==> src/rtl/tristate_bus_reader_pkg.sv <==
// Shared definitions for the tri-state bus read master.
package tristate_bus_reader_pkg;

  typedef enum logic [1:0] {
    IDLE   = 2'd0,
    SETTLE = 2'd1,
    RESP   = 2'd2
  } state_t;

  // Chip-select level that makes a slave float the bus; replicate for a full vector.
  localparam logic CsDeselected = 1'b1;

  // Settle counter width: holds SettleCycles-1, never narrower than one bit.
  function automatic int unsigned cnt_width(input int unsigned settle);
    return (settle > 1) ? $clog2(settle) : 1;
  endfunction

endpackage

==> src/rtl/tristate_bus_reader_bus_cs_decoder.sv <==
// Active-low one-hot chip-select decoder; all ones when disabled or out of range.
module bus_cs_decoder #(
  parameter int unsigned NrOfSlaves = 4,
  parameter int unsigned SelWidth   = 2
) (
  input  logic [SelWidth-1:0]   sel,
  input  logic                  en,
  output logic [NrOfSlaves-1:0] cs_n
);

  // Drive the selected line low; indices >= NrOfSlaves match no line.
  always_comb begin
    cs_n = '1;
    for (int unsigned i = 0; i < NrOfSlaves; i++) begin
      if (en && (sel == SelWidth'(i))) begin
        cs_n[i] = 1'b0;
      end
    end
  end

endmodule

==> src/rtl/tristate_bus_reader.sv <==
// Read-side master for the shared tri-state register bus: selects one slave,
// waits a settle window, samples the bus and returns the word on a valid/ready channel.
module tristate_bus_reader
  import tristate_bus_reader_pkg::*;
#(
  parameter int unsigned NrOfBits     = 32,
  parameter int unsigned NrOfSlaves   = 4,
  parameter int unsigned SelWidth     = 2,
  parameter int unsigned SettleCycles = 1
) (
  input  logic                  Clock,
  input  logic                  Reset,
  input  logic                  Tick,
  input  logic                  req_valid,
  output logic                  req_ready,
  input  logic [SelWidth-1:0]   req_sel,
  output logic [NrOfSlaves-1:0] cs,
  input  logic [NrOfBits-1:0]   bus_in,
  output logic                  rsp_valid,
  input  logic                  rsp_ready,
  output logic [NrOfBits-1:0]   rsp_data,
  output logic [SelWidth-1:0]   rsp_sel,
  output logic                  rsp_err,
  output logic                  busy
);

  localparam int unsigned CntWidth = cnt_width(SettleCycles);
  localparam logic [NrOfSlaves-1:0] CsNone = {NrOfSlaves{CsDeselected}};

  state_t                state;
  logic [CntWidth-1:0]   cnt;
  logic [NrOfSlaves-1:0] dec_cs;
  logic                  sel_hit;

  bus_cs_decoder #(
    .NrOfSlaves (NrOfSlaves),
    .SelWidth   (SelWidth)
  ) u_dec (
    .sel  (req_sel),
    .en   (req_valid),
    .cs_n (dec_cs)
  );

  // A request index is in range exactly when the decoder pulls some line low.
  assign sel_hit   = ~&dec_cs;
  assign req_ready = (state == IDLE);
  assign busy      = ~req_ready;

  // Transaction FSM with registered chip-selects and response outputs.
  always_ff @(posedge Clock or posedge Reset) begin
    if (Reset) begin
      state     <= IDLE;
      cs        <= CsNone;
      cnt       <= '0;
      rsp_valid <= 1'b0;
      rsp_data  <= '0;
      rsp_sel   <= '0;
      rsp_err   <= 1'b0;
    end else if (Tick) begin
      case (state)
        IDLE: begin
          if (req_valid) begin
            rsp_sel <= req_sel;
            if (sel_hit) begin
              state <= SETTLE;
              cs    <= dec_cs;
              cnt   <= CntWidth'(SettleCycles - 1);
            end else begin
              state     <= RESP;
              rsp_err   <= 1'b1;
              rsp_data  <= '0;
              rsp_valid <= 1'b1;
            end
          end
        end
        SETTLE: begin
          if (cnt == '0) begin
            rsp_data  <= bus_in;
            cs        <= CsNone;
            rsp_err   <= 1'b0;
            rsp_valid <= 1'b1;
            state     <= RESP;
          end else begin
            cnt <= cnt - CntWidth'(1);
          end
        end
        RESP: begin
          if (rsp_ready) begin
            rsp_valid <= 1'b0;
            state     <= IDLE;
          end
        end
        default: begin
          state <= IDLE;
          cs    <= CsNone;
        end
      endcase
    end
  end

endmodule
==> config.mk <==
export PLATFORM = sky130hd
export DESIGN_NAME = tristate_bus_reader
export DESIGN_NICKNAME = d
export VERILOG_FILES = /design/src/rtl/tristate_bus_reader_pkg.sv /design/src/rtl/tristate_bus_reader_bus_cs_decoder.sv /design/src/rtl/tristate_bus_reader.sv
export SDC_FILE = /design/constraint.sdc
export NUM_CORES = 1
export LEC_CHECK = 0
export ABC_AREA = 0
export BUFFER_PORTS_ARGS = -buffer_cell sky130_fd_sc_hd__buf_4
export CAP_MARGIN = 20
export CORE_ASPECT_RATIO = 1.25
export CORE_UTILIZATION = 47
export CTS_BUF_LIST = sky130_fd_sc_hd__clkbuf_8
export DETAILED_ROUTE_END_ITERATION = 8
export PLACE_DENSITY_LB_ADDON = 0.3
export SETUP_SLACK_MARGIN = 0.05
export SYNTH_ARGS = -nofsm -noshare
export SYNTH_HDL_FRONTEND = slang
export SYNTH_HIERARCHICAL = 1
export SYNTH_SLANG_ARGS = --single-unit
export TNS_END_PERCENT = 20
==> constraint.sdc <==
create_clock -name Clock -period 1.7 [get_ports Clock]
set_clock_uncertainty 0.05 [all_clocks]
set_input_delay 0 -clock Clock [delete_from_list [all_inputs] [get_ports Clock]]
set_output_delay 0 -clock Clock [all_outputs]
set_load 0.03 [all_outputs]
==> metrics.txt <==
outcome complete, no violations; CP Buf/Inv Count 1; worst r2r dst state[0]$_DFFE_PP0P_; Max clock buf depth 2; syn avg cell area 14.8 um^2; Die Span Y 68.4 um; reg2reg start state[0]$_DFFE_PP0P_; CTS root buffer clkbuf_8; Clock Sinks 42; H-tree levels 2; Netlist cell types 22; core area 3280 um^2; CP max FO 7; worst vdd ir 1.30 mV; drc violations 0; share of layout cells above drive strength 1 44.0%; Pre-antenna DRT Iters 4; LEAKAGE 0.00139 uW; worst skew pair latency 0.28 ns; clock transition at the registers of the reported paths 0.08 ns; WHS Path Cells 3; Detailed Place HPWL 2590 um; Post-Route WL 4650 um; Iteration-0 DRC Markers 27; Hold Path End cs[0]$_DFFE_PP1P_; FMAX 657 MHz; largest net degree at the start of global routing 43; Placer Congestion 0.752; Synthesized Nets 151; Slew Limit Headroom 64.3%; routed vias 1,458; CP Data Arrival Time 1.69 ns; Top Family by Delay on Critical Path buffers and inverters; Hold Violations, Final 0; Post-CTS Resized 0; initial core utilization 50.5%; GRT Residual Overflow 0; vias in the first global route 1,423; antenna violations before repair 0; crit start category flop; WHS 0.0555 ns; # IOs 81; period utilization 89.5%; worst hold-check path type primary input to flop; crit-path cells nor2_4 -> nand4_1 -> o21ai_0 -> dlygate4sd3_1; post-synthesis cell area 1660 um^2; # rows 23; pwr dens 1540 nW/um^2; width of the die 55.1 um; TritonCTS Buffers 5; final instance area 2740 um^2; port bufs 80; R2R setup slack 0.18 ns; RSZ-0062 raised after global routing false; vias per cell 5.38; CP endpoint kind flop; Fillers 188; Yosys warning count 6; DRT antenna net count 0; CP max-delay cell dlygate4sd3_1; wire length per cell 17.2 um; Placement Cell Area 2250 um^2; first-pass GRT wire length 6750 um; Final Non-Filler Cells 271; Largest stage delay, worst path 0.57 ns; Synth Register Bits 42; Setup Crit Path Kind flop to flop; Slew Viols, Final 0; min-delay src req_sel[0]; nets 272; Final Critical Period 1.52 ns; cell count after synthesis 112; register area share after synthesis 63.7%; area added between synthesis and finish 65.1%; Max Cap Viol 0; Setup violations, final 0; Worst EP required 1.87 ns; Least-Margin Pin Slew 0.536 ns; setup tns final 0 ns; final antenna diode count 0; R2R depth 4; die area 3770 um^2; CTS tree built; Placed Cells 225; Global Route Usage Sum 25.8%
cells in the final DEF (no fill, tap or decap):
master,count
o22a_1,4
inv_1,2
nand4_1,2
or3b_1,1
dfrtp_1,38
clkinv_2,2
bufinv_16,1
o21ai_0,3
nand4b_1,1
nor2_4,1
mux2_2,2
inv_2,1
buf_4,83
nand3_1,2
nor2b_4,1
a21bo_2,1
and2_4,1
nand2_1,4
a22o_1,32
nand3b_1,2
a32o_1,1
o221ai_4,1
dfstp_2,4
clkbuf_8,5
and4_1,1
dlygate4sd3_1,38
where the power goes:
part / switching, uW / leakage (uW) / internal (uW)
Clock: 336 / 0.0000579 / 432
Sequential: 221 / 0.000546 / 1340
Combinational: 1090 / 0.000781 / 806
what timing repair did:
| item | in CTS | in global routing |
|---|---|---|
| hold buffers | 38 | 0 |
| endpoints found under the hold margin | 75 | 0 |
| setup buffers | 0 | 0 |
state kept, by name, summed over array words and instances, names as in the netlist:
register / flops
rsp_sel: 2
state: 2
rsp_valid: 1
rsp_data: 32
rsp_err: 1
cs: 4
cell usage after synthesis, drive strengths merged:
library cell | number | area share [%]
nand3b | 2 | 0.91
mux2 | 2 | 1.4
a21bo | 1 | 0.60
nand4 | 2 | 0.75
o21ai | 3 | 0.91
a32o | 1 | 0.60
and2 | 1 | 0.53
nor2b | 1 | 0.83
nor2 | 1 | 0.68
buf | 7 | 4.8
nand3 | 2 | 0.60
and4 | 1 | 0.53
dfstp | 4 | 6.3
or3b | 1 | 0.53
o22a | 4 | 2.1
a22o | 32 | 17
o221ai | 1 | 1.6
dfrtp | 38 | 57
nand4b | 1 | 0.53
nand2 | 4 | 0.91
inv | 3 | 0.68
through the flow:
stage | utilization [%] | setup slack (ns) | power [uW]
6_report | 83.4 | 0.179 | 4230
5_1_grt | 83.4 | 0.115 | 4410
4_1_cts | 83.4 | 0.197 | 4220
3_5_place_dp | 68.5 | 0.220 | 3370
3_3_place_gp | 68.5 | 0.277 | 3330
2_1_floorplan | - | 0.184 | 2670
final cells by class:
cell class	instances	area (um^2)	share of cell area [%]
Timing Repair Buffer	121	1000	36.7
Clock inverter	3	40.0	1.46
Inverter	3	11.3	0.411
Sequential cell	42	1060	38.6
Clock buffer	5	68.8	2.51
Tap cell	37	46.3	1.69
Multi-Input combinational cell	60	512	18.7
worst max path at each step:
stage / startpoint / to / slack, ns / cells after the start
after floorplan: state[0]$_DFFE_PP0P_ / rsp_data[10]$_DFFE_PP0P_ / 0.18 / 5
after global placement: req_sel[0] / rsp_data[2]$_DFFE_PP0P_ / 0.28 / 6
after detailed placement: req_sel[0] / rsp_data[31]$_DFFE_PP0P_ / 0.22 / 6
after CTS: state[0]$_DFFE_PP0P_ / state[0]$_DFFE_PP0P_ / 0.20 / 4
after global routing: state[0]$_DFFE_PP0P_ / state[0]$_DFFE_PP0P_ / 0.11 / 4
final: state[0]$_DFFE_PP0P_ / state[0]$_DFFE_PP0P_ / 0.18 / 4
routing by layer:
layer	GRT usage, %	vias to the layer above	part of all wire (%)
met4	8.44	0	0.90
met3	5.33	4	6.1
li1	-	669	-
met1	31.7	714	40
met5	0	-	0
met2	44.3	71	53
worst reg2reg max path: stages, from the launching register on:
cell and delay [ns]:
dfrtp_1 0.49, nor2_4 0.17, nand4_1 0.10, o21ai_0 0.08, dlygate4sd3_1 0.57
logic make-up after synthesis:
| group | share of synthesized area (%) |
|---|---|
| compound gates | 22.7 |
| flops | 63.7 |
| simple gates | 6.79 |
| buf+inv | 5.43 |
| mux | 1.36 |
(Power assumes the default switching activity.)
